--- src/rtl/dphy_hs_clk_lane_ctrl_if.sv ---
// ----------------------------------------------------------------------------
// dphy_hs_clk_lane_ctrl_if
// Pin and status bundle of the D-PHY clock-lane controller.
//   lp_clk_p_i / lp_clk_n_i : clock-lane LP receiver outputs (asynchronous)
//   hs_clk_toggle_i         : byte-domain toggle, flips every byte clock (async)
//   hs_term_en_o            : HS differential termination enable
//   bufr_clr_o / bufr_ce_o  : byte-clock divider clear / clock enable
//   clk_active_o            : HS byte clock present and stable
//   ulps_o                  : lane is in ultra-low-power state
//   err_o                   : one-cycle pulse on an illegal LP sequence
//   state_o                 : current FSM state encoding
// Modports: master = PHY/buffer side driving the pins, slave = the controller.
// ----------------------------------------------------------------------------
interface dphy_hs_clk_lane_ctrl_if;
    logic       lp_clk_p_i;
    logic       lp_clk_n_i;
    logic       hs_clk_toggle_i;
    logic       hs_term_en_o;
    logic       bufr_clr_o;
    logic       bufr_ce_o;
    logic       clk_active_o;
    logic       ulps_o;
    logic       err_o;
    logic [2:0] state_o;

    modport master (
        output lp_clk_p_i, lp_clk_n_i, hs_clk_toggle_i,
        input  hs_term_en_o, bufr_clr_o, bufr_ce_o, clk_active_o,
               ulps_o, err_o, state_o
    );

    modport slave (
        input  lp_clk_p_i, lp_clk_n_i, hs_clk_toggle_i,
        output hs_term_en_o, bufr_clr_o, bufr_ce_o, clk_active_o,
               ulps_o, err_o, state_o
    );
endinterface

--- src/rtl/dphy_hs_clk_lane_ctrl.sv ---
// ----------------------------------------------------------------------------
// dphy_hs_clk_lane_ctrl
// D-PHY clock-lane controller running on a free-running reference clock.
// Filters the clock-lane LP pins, walks the lane through stop / HS / ULPS
// states, sequences termination and the byte-clock divider, and monitors the
// HS byte-clock toggle to report when the byte clock is really running.
// Ports:
//   clk_i : reference clock (at least twice the byte clock)
//   rst_i : asynchronous active-high reset, released synchronously
//   lane  : dphy_hs_clk_lane_ctrl_if.slave (LP pins, toggle, all status)
// ----------------------------------------------------------------------------
module dphy_hs_clk_lane_ctrl #(
    parameter int SYNC_STAGES = 2,
    parameter int LP_FILT_CYC = 4,
    parameter int TERM_EN_CYC = 8,
    parameter int SETTLE_CYC  = 24,
    parameter int ACT_WIN_CYC = 16,
    parameter int MIN_EDGES   = 2
) (
    input  logic                         clk_i,
    input  logic                         rst_i,
    dphy_hs_clk_lane_ctrl_if.slave       lane
);

    typedef enum logic [2:0] {
        ST_STOP      = 3'd0,
        ST_HS_RQST   = 3'd1,
        ST_HS_PRPR   = 3'd2,
        ST_HS_SETTLE = 3'd3,
        ST_HS_ACTIVE = 3'd4,
        ST_ULPS_RQST = 3'd5,
        ST_ULPS      = 3'd6,
        ST_ERROR     = 3'd7
    } state_t;

    // One shared counter times PRPR, SETTLE and the activity window.
    localparam int CNT_MAX = (TERM_EN_CYC > SETTLE_CYC)
                           ? ((TERM_EN_CYC > ACT_WIN_CYC) ? TERM_EN_CYC : ACT_WIN_CYC)
                           : ((SETTLE_CYC  > ACT_WIN_CYC) ? SETTLE_CYC  : ACT_WIN_CYC);
    localparam int CNT_W   = $clog2(CNT_MAX);
    localparam int RUN_W   = $clog2(LP_FILT_CYC + 1);
    localparam int EDGE_W  = $clog2(ACT_WIN_CYC + 1);

    logic [SYNC_STAGES-1:0] p_sync, n_sync, t_sync;
    logic [1:0]             lp_sync, lp_cand, lp_filt;
    logic [RUN_W-1:0]       run_q, run_nxt;
    logic                   tog_last;
    logic                   edge_now;
    logic [EDGE_W-1:0]      edges_q;
    logic [EDGE_W:0]        edge_sum;
    logic [CNT_W-1:0]       cnt_q;
    logic                   win_end;
    state_t                 state_q, next_state;

    // ---------------- synchronisers (LP pins idle high, toggle low) --------
    // NOTE: sequential state uses non-blocking assignments so every flop
    // samples the pre-edge value of its neighbours, like real hardware.
    always_ff @(posedge clk_i or posedge rst_i) begin
        if (rst_i) begin
            p_sync   <= '1;
            n_sync   <= '1;
            t_sync   <= '0;
            tog_last <= 1'b0;
        end else begin
            p_sync   <= {p_sync[SYNC_STAGES-2:0], lane.lp_clk_p_i};
            n_sync   <= {n_sync[SYNC_STAGES-2:0], lane.lp_clk_n_i};
            t_sync   <= {t_sync[SYNC_STAGES-2:0], lane.hs_clk_toggle_i};
            tog_last <= t_sync[SYNC_STAGES-1];
        end
    end

    assign lp_sync  = {p_sync[SYNC_STAGES-1], n_sync[SYNC_STAGES-1]};
    assign edge_now = t_sync[SYNC_STAGES-1] ^ tog_last;

    // ---------------- LP glitch filter --------------------------------------
    // run_nxt is the number of consecutive samples equal to the current one,
    // including this one; the filtered value is accepted on the Nth sample.
    always_comb begin
        if (lp_sync != lp_cand)
            run_nxt = RUN_W'(1);
        else if (run_q == RUN_W'(LP_FILT_CYC))
            run_nxt = run_q;
        else
            run_nxt = run_q + RUN_W'(1);
    end

    always_ff @(posedge clk_i or posedge rst_i) begin
        if (rst_i) begin
            lp_cand <= 2'b11;
            lp_filt <= 2'b11;
            run_q   <= '0;
        end else begin
            lp_cand <= lp_sync;
            run_q   <= run_nxt;
            if (run_nxt == RUN_W'(LP_FILT_CYC))
                lp_filt <= lp_sync;
        end
    end

    // ---------------- FSM ---------------------------------------------------
    assign win_end = (state_q == ST_HS_ACTIVE) && (cnt_q == CNT_W'(ACT_WIN_CYC - 1));

    // NOTE: next_state gets its default before the case so no path through
    // this block leaves it unassigned (which would infer a latch).
    always_comb begin
        next_state = state_q;
        case (state_q)
            ST_STOP: begin
                if      (lp_filt == 2'b01) next_state = ST_HS_RQST;
                else if (lp_filt == 2'b10) next_state = ST_ULPS_RQST;
                else if (lp_filt == 2'b00) next_state = ST_ERROR;
            end
            ST_HS_RQST: begin
                if      (lp_filt == 2'b00) next_state = ST_HS_PRPR;
                else if (lp_filt == 2'b11) next_state = ST_STOP;
                else if (lp_filt == 2'b10) next_state = ST_ERROR;
            end
            ST_HS_PRPR, ST_HS_SETTLE: begin
                // LP aborts take priority over the timer expiring.
                if (lp_filt == 2'b11)
                    next_state = ST_STOP;
                else if (lp_filt != 2'b00)
                    next_state = ST_ERROR;
                else if (state_q == ST_HS_PRPR && cnt_q == CNT_W'(TERM_EN_CYC - 1))
                    next_state = ST_HS_SETTLE;
                else if (state_q == ST_HS_SETTLE && cnt_q == CNT_W'(SETTLE_CYC - 1))
                    next_state = ST_HS_ACTIVE;
            end
            ST_HS_ACTIVE: begin
                if      (lp_filt == 2'b11) next_state = ST_STOP;
                else if (lp_filt != 2'b00) next_state = ST_ERROR;
            end
            ST_ULPS_RQST: begin
                if      (lp_filt == 2'b00) next_state = ST_ULPS;
                else if (lp_filt == 2'b11) next_state = ST_STOP;
                else if (lp_filt == 2'b01) next_state = ST_ERROR;
            end
            ST_ULPS: begin
                if      (lp_filt == 2'b11) next_state = ST_STOP;
                else if (lp_filt == 2'b01) next_state = ST_ERROR;
            end
            ST_ERROR: begin
                if (lp_filt == 2'b11) next_state = ST_STOP;
            end
            default: next_state = ST_STOP;
        endcase
    end

    assign edge_sum = {1'b0, edges_q} + (EDGE_W + 1)'(edge_now);

    // State, counter and registered outputs decoded from next_state so they
    // all move in the same cycle as state_o.
    always_ff @(posedge clk_i or posedge rst_i) begin
        if (rst_i) begin
            state_q           <= ST_STOP;
            cnt_q             <= '0;
            edges_q           <= '0;
            lane.hs_term_en_o <= 1'b0;
            lane.bufr_clr_o   <= 1'b1;
            lane.bufr_ce_o    <= 1'b0;
            lane.clk_active_o <= 1'b0;
            lane.ulps_o       <= 1'b0;
            lane.err_o        <= 1'b0;
        end else begin
            state_q <= next_state;

            if (next_state != state_q || win_end)
                cnt_q <= '0;
            else if (state_q == ST_HS_PRPR || state_q == ST_HS_SETTLE ||
                     state_q == ST_HS_ACTIVE)
                cnt_q <= cnt_q + CNT_W'(1);

            // Activity monitor: only counts while staying in HS_ACTIVE; an
            // edge landing on the window end belongs to the closing window.
            if (next_state != ST_HS_ACTIVE || state_q != ST_HS_ACTIVE) begin
                edges_q           <= '0;
                lane.clk_active_o <= 1'b0;
            end else if (win_end) begin
                edges_q           <= '0;
                lane.clk_active_o <= (edge_sum >= (EDGE_W + 1)'(MIN_EDGES));
            end else if (edge_sum > (EDGE_W + 1)'(ACT_WIN_CYC)) begin
                edges_q           <= EDGE_W'(ACT_WIN_CYC);
            end else begin
                edges_q           <= edge_sum[EDGE_W-1:0];
            end

            lane.hs_term_en_o <= (next_state == ST_HS_SETTLE) || (next_state == ST_HS_ACTIVE);
            lane.bufr_clr_o   <= (next_state != ST_HS_ACTIVE);
            lane.bufr_ce_o    <= (next_state == ST_HS_ACTIVE);
            lane.ulps_o       <= (next_state == ST_ULPS);
            lane.err_o        <= (next_state == ST_ERROR) && (state_q != ST_ERROR);
        end
    end

    assign lane.state_o = state_q;

endmodule

--- src/flat_wrapper.sv ---
// flat-port wrapper written by rule: the top's interface ports become plain ports
module dphy_hs_clk_lane_ctrl_flat 
#(
    parameter int SYNC_STAGES = 2,
    parameter int LP_FILT_CYC = 4,
    parameter int TERM_EN_CYC = 8,
    parameter int SETTLE_CYC  = 24,
    parameter int ACT_WIN_CYC = 16,
    parameter int MIN_EDGES   = 2
)
  (clk_i, rst_i, lane_lp_clk_p_i, lane_lp_clk_n_i, lane_hs_clk_toggle_i, lane_hs_term_en_o, lane_bufr_clr_o, lane_bufr_ce_o, lane_clk_active_o, lane_ulps_o, lane_err_o, lane_state_o);
  dphy_hs_clk_lane_ctrl_if lane_i ();
  input  logic clk_i;
  input  logic rst_i;
  input wire logic [$bits(lane_i.lp_clk_p_i)-1:0] lane_lp_clk_p_i;
  input wire logic [$bits(lane_i.lp_clk_n_i)-1:0] lane_lp_clk_n_i;
  input wire logic [$bits(lane_i.hs_clk_toggle_i)-1:0] lane_hs_clk_toggle_i;
  output wire logic [$bits(lane_i.hs_term_en_o)-1:0] lane_hs_term_en_o;
  output wire logic [$bits(lane_i.bufr_clr_o)-1:0] lane_bufr_clr_o;
  output wire logic [$bits(lane_i.bufr_ce_o)-1:0] lane_bufr_ce_o;
  output wire logic [$bits(lane_i.clk_active_o)-1:0] lane_clk_active_o;
  output wire logic [$bits(lane_i.ulps_o)-1:0] lane_ulps_o;
  output wire logic [$bits(lane_i.err_o)-1:0] lane_err_o;
  output wire logic [$bits(lane_i.state_o)-1:0] lane_state_o;
  assign lane_i.lp_clk_p_i = lane_lp_clk_p_i;
  assign lane_i.lp_clk_n_i = lane_lp_clk_n_i;
  assign lane_i.hs_clk_toggle_i = lane_hs_clk_toggle_i;
  assign lane_hs_term_en_o = lane_i.hs_term_en_o;
  assign lane_bufr_clr_o = lane_i.bufr_clr_o;
  assign lane_bufr_ce_o = lane_i.bufr_ce_o;
  assign lane_clk_active_o = lane_i.clk_active_o;
  assign lane_ulps_o = lane_i.ulps_o;
  assign lane_err_o = lane_i.err_o;
  assign lane_state_o = lane_i.state_o;
  dphy_hs_clk_lane_ctrl #(.SYNC_STAGES(SYNC_STAGES), .LP_FILT_CYC(LP_FILT_CYC), .TERM_EN_CYC(TERM_EN_CYC), .SETTLE_CYC(SETTLE_CYC), .ACT_WIN_CYC(ACT_WIN_CYC), .MIN_EDGES(MIN_EDGES)) u_core (.clk_i(clk_i), .rst_i(rst_i), .lane(lane_i));
endmodule
--- config.mk ---
export PLATFORM = sky130hd
export DESIGN_NAME = dphy_hs_clk_lane_ctrl_flat
export DESIGN_NICKNAME = d
export VERILOG_FILES = /design/src/rtl/dphy_hs_clk_lane_ctrl_if.sv /design/src/rtl/dphy_hs_clk_lane_ctrl.sv /design/src/flat_wrapper.sv
export SDC_FILE = /design/constraint.sdc
export NUM_CORES = 1
export LEC_CHECK = 0
export BUFFER_PORTS_ARGS = -buffer_cell sky130_fd_sc_hd__buf_2
export CELL_PAD_IN_SITES_DETAIL_PLACEMENT = 1
export CELL_PAD_IN_SITES_GLOBAL_PLACEMENT = 1
export CORE_ASPECT_RATIO = 0.75
export CORE_MARGIN = 3
export CORE_UTILIZATION = 42
export DETAILED_ROUTE_END_ITERATION = 10
export GPL_ROUTABILITY_DRIVEN = 1
export GPL_TIMING_DRIVEN = 0
export HOLD_SLACK_MARGIN = 0.06
export PLACE_DENSITY_LB_ADDON = 0.2
export SYNTH_ARGS = -nofsm -noshare
export SYNTH_HDL_FRONTEND = slang
export SYNTH_SLANG_ARGS = --single-unit
--- constraint.sdc ---
create_clock -name clk_i -period 1.7 [get_ports clk_i]
set_clock_uncertainty 0.05 [all_clocks]
set_input_delay 0.17 -clock clk_i [delete_from_list [all_inputs] [get_ports clk_i]]
set_output_delay 0.17 -clock clk_i [all_outputs]
set_load 0.03 [all_outputs]
Word-level counts from Yosys, hierarchy flattened --
Cells that the tools add are included.
Cells by class: equal/unequal tests 24, bitwise gates (word level) 1, order comparisons 2, reduce and logical (&&, ||, !) cells 15, shift-type cells 0, multiply operators 0, mux-type cells 26, add/subtract/negate cells 3, divide/modulo/power cells 0
Operator list (number):
- 3-bit two-way mux | 18
- 3-bit == test, second input constant | 9
- 5-bit two-way mux | 5
- 3-bit case mux with 7 select lines | 1
- 3-bit by 2-bit == test with 1-bit output, second input constant | 3
- 3-bit != test, second input constant | 3
- 5-bit by 1-bit adder with 6-bit output | 1
- 6-bit by 2-bit greater-or-equal comparator with 1-bit output, second input constant | 1
- 6-bit by 5-bit > comparator with 1-bit output, second input constant | 1
- 2-bit nonzero test | 3
- 5-bit by 1-bit adder with 5-bit output, second input constant | 1
- 5-bit by 3-bit == test with 1-bit output, second input constant | 1
- 5-bit by 4-bit == test with 1-bit output, second input constant | 1
- 5-bit == test, second input constant | 1
- 1-bit logical OR | 5
- 2-bit == test, second input constant | 2
- 1-bit logical AND | 4
- 3-bit by 1-bit adder with 3-bit output, second input constant | 1
- 3-bit by 1-bit == test with 1-bit output, second input constant | 1
- 3-bit zero test | 1
- 3-bit != test | 1
- 2-bit by 1-bit == test with 1-bit output, second input constant | 1
- 2-bit zero test | 1
- 1-bit two-way mux | 2
- 3 further kinds | 3
Storage, ports and cells: bits in read-only memories 0, input bits 5, register bits after elaboration 33, RAM bits 0, latch bits 0, memories 0

Longest topological paths before layout --
depth in word-level cells 10, depth in mapped cells 8, gate-level depth less buffers 8

Worst setup path before layout --
No wires, ideal clock.
path kind register to register, start point register u_core.cnt_q[0], end point register u_core.cnt_q[0], arrival 1685 ps, setup slack -121 ps, period minus slack after synthesis 1821 ps, library setup time 86 ps, required time 1564 ps, buffers on the path 0, cell stages (with the launch flop) 9, path through dfrtp_1 > ha_1 > and3_2 > ha_1 > nor3b_1 > o21ai_0 > a21oi_1 > a311oi_2 > nor3_1
Between the ends: longest elaborated chain between the ends 10, elaborated cells on any way between the ends 17, those cells by class 1 x add/sub; 4 x eq/ne; 7 x mux; 5 x reduce/logical
Ends and longest elaborated chain:
- start: declaration | line dphy_hs_clk_lane_ctrl.sv:51 | logic [CNT_W-1:0] cnt_q;
- start signal: assignment | line dphy_hs_clk_lane_ctrl.sv:171 | cnt_q <= cnt_q + CNT_W'(1);
- 5-bit == test | line dphy_hs_clk_lane_ctrl.sv:126 | else if (state_q == ST_HS_SETTLE && cnt_q == CNT_W'(SETTLE_CYC - 1))
- 1-bit logical AND | line dphy_hs_clk_lane_ctrl.sv:126
- 3-bit two-way mux | line dphy_hs_clk_lane_ctrl.sv:126
- 3-bit two-way mux | line dphy_hs_clk_lane_ctrl.sv:124 | else if (state_q == ST_HS_PRPR && cnt_q == CNT_W'(TERM_EN_CYC - 1))
- 3-bit two-way mux | line dphy_hs_clk_lane_ctrl.sv:122 | else if (lp_filt != 2'b00)
- 3-bit two-way mux | line dphy_hs_clk_lane_ctrl.sv:120 | if (lp_filt == 2'b11)
- 3-bit case mux with 7 select lines | line dphy_hs_clk_lane_ctrl.sv:107 | case (state_q)
- 3-bit != test | line dphy_hs_clk_lane_ctrl.sv:167 | if (next_state != state_q || win_end)
- 1-bit logical OR | line dphy_hs_clk_lane_ctrl.sv:167
- 5-bit two-way mux / 2-bit nonzero test (equally long branches)
Several ways; a longest one is shown, not always the timed one. The select of a mux whose other input is x is not followed. A chain may end at the register's enable or synchronous reset.

Worst setup path in the final report --
start point register u_core.cnt_q[1], end point register u_core.cnt_q[1]
Same word-level chain as after synthesis.

==> metrics.txt <==
# TYPE chip_impl_metric gauge
chip_impl_info{name="clk_root_buffer_cell",value="clkbuf_8"} 1
chip_impl_metric{name="flow.area_growth_from_synthesis",unit="%"} 38.1
chip_impl_metric{name="critical_path_peak_fanout",unit=""} 5
chip_impl_info{name="cp-start-kind",value="register"} 1
chip_impl_metric{name="design.die.area",unit="um2"} 4790
chip_impl_metric{name="core_area",unit="um2"} 3760
chip_impl_metric{name="critical_path_arrival",unit="ns"} 2.06
chip_impl_metric{name="n_antenna_cell",unit=""} 0
chip_impl_metric{name="final_critical_path_setup_slack",unit="ns"} -0.194
chip_impl_info{name="crit_slowest_cell",value="dfrtp_1"} 1
chip_impl_info{name="yosysTopAreaCell",value="dfrtp_1"} 1
chip_impl_info{name="synthFlopType",value="dfrtp_1"} 1
chip_impl_metric{name="crit_path_max_incr_delay",unit="ns"} 0.40
chip_impl_metric{name="totalPowerFinal",unit="uW"} 3260
chip_impl_metric{name="cts.htree.levels",unit=""} 2
chip_impl_metric{name="total_of_flip_flops_plus_latches_after_synthesis",unit=""} 33
chip_impl_metric{name="track_usage",unit=""} 0.202
chip_impl_metric{name="placementRows",unit=""} 19
chip_impl_metric{name="placedCellCount",unit=""} 226
chip_impl_metric{name="synthesis.instances",unit=""} 161
chip_impl_metric{name="drc",unit=""} 0
chip_impl_metric{name="firstDrtPassIters",unit=""} 4
chip_impl_metric{name="timing.final.hold_violations",unit=""} 0
chip_impl_info{name="path_cells",value="ha_2 > and3_4 > ha_4 > nor3b_4 > o21ai_2 > a21oi_2 > a311oi_2 > buf_4 > nor3_4"} 1
chip_impl_info{name="critPathKind",value="register to register"} 1
chip_impl_info{name="violated_checks",value="negative setup slack"} 1
chip_impl_metric{name="count_of_boundary_i_o_pins",unit=""} 14
chip_impl_metric{name="fin_nets",unit=""} 213
chip_impl_metric{name="finalWeightedCongestion",unit=""} 0.890
chip_impl_metric{name="initial_utilization",unit=""} 0.446
chip_impl_metric{name="synth_enable_flop_cells",unit=""} 0
chip_impl_metric{name="syn-cell-area",unit="um2"} 1680
chip_impl_metric{name="p_int",unit="uW"} 1920
chip_impl_info{name="synth.area.top_cells",value="dfrtp_1 36%, dfstp_2 14%, ha_1 4.5%, a21oi_1 3.6%, nor2_1 3.1%"} 1
chip_impl_metric{name="wl_per_cell",unit="um"} 17.9
chip_impl_metric{name="final.period_utilization",unit=""} 1.11
chip_impl_metric{name="tns",unit="ns"} -1.43
chip_impl_metric{name="cellPowerDensity",unit="nW/um2"} 1410
chip_impl_info{name="crit_end_category",value="register"} 1
chip_impl_metric{name="cts-root-to-sink-buffers",unit=""} 2
chip_impl_metric{name="grt_pass1_vias",unit=""} 1450
chip_impl_metric{name="postRouteAntennaNets",unit=""} 0
chip_impl_metric{name="synth_xor_xnor_area_share",unit=""} 0.0522
chip_impl_metric{name="final.min_clock_period",unit="ns"} 1.89
chip_impl_metric{name="placement.cell_area",unit="um2"} 1830
chip_impl_info{name="cts_tree",value="done"} 1
chip_impl_metric{name="max_clock_freq",unit="MHz"} 528
chip_impl_metric{name="synthArstFlopShare",unit=""} 1.00
chip_impl_metric{name="synth_simple_gate_area_share",unit=""} 0.196
chip_impl_metric{name="layout.cells.non_filler",unit=""} 255
chip_impl_metric{name="seq_area_frac_synth",unit=""} 0.499
chip_impl_metric{name="post-synth-top-area-fraction",unit=""} 0.358
chip_impl_metric{name="clk_transition_reported_paths",unit="ns"} 0.07
chip_impl_info{name="hp-class",value="input port to asynchronous set/reset pin"} 1
chip_impl_metric{name="grt_max_degree",unit=""} 34
chip_impl_metric{name="max_slew.worst_pin.slew",unit="ns"} 0.414
chip_impl_info{name="outcome",value="complete, but fails checks"} 1
chip_impl_metric{name="synth_compound_area_frac",unit=""} 0.139
chip_impl_metric{name="global_route_wire_length_before_repair",unit="um"} 7180
chip_impl_metric{name="maxSlewHeadroom",unit=""} 0.724
chip_impl_metric{name="cts.sink_count",unit=""} 33
chip_impl_metric{name="peakVddDrop",unit="uV"} 1010
chip_impl_info{name="rsz0062_at_grt",value="yes"} 1
chip_impl_metric{name="dr.first_iter.drc_count",unit=""} 16
chip_impl_metric{name="share_clk_of_total_power",unit=""} 0.200
chip_impl_metric{name="via_count",unit=""} 1379
chip_impl_metric{name="worstSkewPairLatency",unit="ns"} 0.29
chip_impl_metric{name="layout.cell_area.non_filler",unit="um2"} 2320
chip_impl_metric{name="route.detailed.vias_per_inst",unit=""} 5.41
chip_impl_metric{name="mappedNetlistNets",unit=""} 172
chip_impl_metric{name="synth_mux_area_frac",unit=""} 0.0321
chip_impl_metric{name="dieHeight",unit="um"} 60.7
chip_impl_metric{name="synth_area_per_cell",unit="um2"} 10.4
chip_impl_metric{name="floorplan_die_width",unit="um"} 79.0
chip_impl_metric{name="cts_buffers",unit=""} 5
chip_impl_metric{name="synth_adder_area_share",unit=""} 0.0448
chip_impl_metric{name="yosysUniqueCellTypes",unit=""} 43
chip_impl_metric{name="drive_above_1_share",unit=""} 0.493
chip_impl_metric{name="drt-total-wl",unit="um"} 4570
chip_impl_metric{name="timing.max_cap.violations",unit=""} 0
chip_impl_metric{name="required",unit="ns"} 1.87
chip_impl_metric{name="gr-total-overflow",unit=""} 0
chip_impl_metric{name="power_switching",unit="uW"} 1350
chip_impl_metric{name="fraction_of_power_spent_switching_nets",unit=""} 0.412
chip_impl_metric{name="grt_antenna_before_repair",unit=""} 0
chip_impl_info{name="post-synth-top-count-cell",value="dfrtp_1"} 1
chip_impl_info{name="synth.cells.most_frequent",value="24 x dfrtp_1, 14 x nor2_1, 12 x a21oi_1"} 1
chip_impl_metric{name="place_hpwl",unit="um"} 2870
chip_impl_metric{name="comb_power_share",unit=""} 0.489
chip_impl_metric{name="share_seq_of_total_power",unit=""} 0.310
chip_impl_metric{name="setup_viol",unit=""} 11
chip_impl_metric{name="yosysWarnings",unit=""} 0
chip_impl_metric{name="static-leakage-power",unit="uW"} 0.000978
chip_impl_info{name="synth_top_family_by_area",value="simple AND/OR/NAND/NOR gates"} 1
chip_impl_metric{name="port-buffer-count",unit=""} 13
chip_impl_metric{name="timing.final.max_slew_violations",unit=""} 0
==> worst max-delay path: cells and delay by family (launching register included) <==
kind	cells	cell delay, ns
buffers and inverters	1	0.19
AOI/OAI and AO/OA	3	0.29
DFF	1	0.40
adders and majority gates	2	0.38
and+or+nand+nor	3	0.50
==> power groups by stage <==
stage / registers [uW] / clock network [uW] / logic [uW]
after floorplan: 1140 / 0 / 794
after global placement: 1020 / 0 / 1140
after detailed placement: 1030 / 0 / 1220
after CTS: 1010 / 671 / 1360
after global routing: 1030 / 709 / 1740
final: 1010 / 654 / 1600
==> sequential cells by signal, summed over array words and instances (netlist names) <==
| name | flops |
|---|---|
| u_core.cnt_q | 5 |
| u_core.edges_q | 5 |
| u_core.lane.state_o | 3 |
| u_core.run_q | 3 |
| u_core.lp_cand | 2 |
| u_core.lp_filt | 2 |
| u_core.n_sync | 2 |
| u_core.p_sync | 2 |
| u_core.t_sync | 2 |
| u_core.lane.bufr_ce_o | 1 |
| u_core.lane.bufr_clr_o | 1 |
| u_core.lane.clk_active_o | 1 |
| u_core.lane.err_o | 1 |
| u_core.lane.hs_term_en_o | 1 |
| u_core.lane.ulps_o | 1 |
| u_core.tog_last | 1 |
==> cell type report <==
| class | instances | area (um2) |
|---|---|---|
| sequential | 33 | 837 |
| inverter | 9 | 33.8 |
| timing repair buffer | 34 | 264 |
| clock buffer | 7 | 96.3 |
| tap | 52 | 65.1 |
| clock inverter | 1 | 5.00 |
| buffer | 6 | 30.0 |
| multi-input combinational | 113 | 985 |
| fill | 416 | 1440 |
==> what timing repair did <==
| item | in CTS | in global routing |
|---|---|---|
| pin swaps | 7 | 19 |
| hold endpoints to repair | 3 | 9 |
| gates resized for setup | 15 | 34 |
| hold buffers | 3 | 1 |
| buffers inserted | 12 | 6 |
| endpoints found under the setup margin | 11 | 18 |
==> metal layers <==
metal	up-vias	wire length, um	GRT usage
li1	647	-	-
met1	697	1980	0.258
met2	25	2380	0.343
met3	10	120	0.0460
met4	0	88	0.0735
met5	-	0	0
==> placed cells by master, fill, tap and decap left out, types with 2 or more instances in the layout <==
| cell type | instances |
|---|---|
| a21oi_1 | 6 |
| o21ai_2 | 2 |
| nor3_1 | 3 |
| a21oi_2 | 7 |
| and3_4 | 2 |
| buf_2 | 18 |
| mux2_2 | 2 |
| buf_4 | 13 |
| ha_2 | 4 |
| nor3_2 | 5 |
| inv_1 | 7 |
| a31oi_1 | 2 |
| ha_4 | 2 |
| nor3_4 | 3 |
| o21ai_1 | 2 |
| nand2_1 | 6 |
| and2_4 | 2 |
| xor2_1 | 3 |
| dlygate4sd3_1 | 4 |
| dfstp_2 | 9 |
| nand2b_1 | 5 |
| buf_6 | 3 |
| nor2_1 | 13 |
| clkbuf_8 | 7 |
| dfrtp_1 | 24 |
| nand3_1 | 3 |
| o21ai_0 | 5 |
| xnor2_1 | 6 |
| a31o_4 | 2 |
==> cell families after synthesis <==
group,count (synthesis)
AO/OA/AOI/OAI,35
XOR/XNOR,10
adder cells (fa/ha/maj),6
buffers and inverters,15
flip-flops,33
multiplexers,5
AND/OR/NAND/NOR,57
==> final timing paths <==
path | startpoint | end | slack (ns) | depth (start not counted)
max in group asynchronous | rst_i | u_core.lp_filt[1] | 0.79 | 4
hold reg to reg | u_core.t_sync[0] | u_core.t_sync[1] | 0.31 | 0
hold / removal | rst_i | u_core.run_q[2] | 0.31 | 3
setup / recovery | u_core.cnt_q[1] | u_core.cnt_q[1] | -0.19 | 9
setup reg to reg | u_core.cnt_q[1] | u_core.cnt_q[1] | -0.19 | 9
min in group clk_i | u_core.t_sync[0] | u_core.t_sync[1] | 0.31 | 0
==> through the flow <==
stage	setup WS (ns)	util	hold WS, ns
after global placement	-0.161	0.486	0.226
final	-0.194	0.617	0.306
after CTS	-0.247	0.561	0.207
after floorplan	0.00605	-	0.124
after global routing	-0.251	0.617	0.318
after detailed placement	-0.234	0.486	0.227
Power figures use the tool's default switching activity.
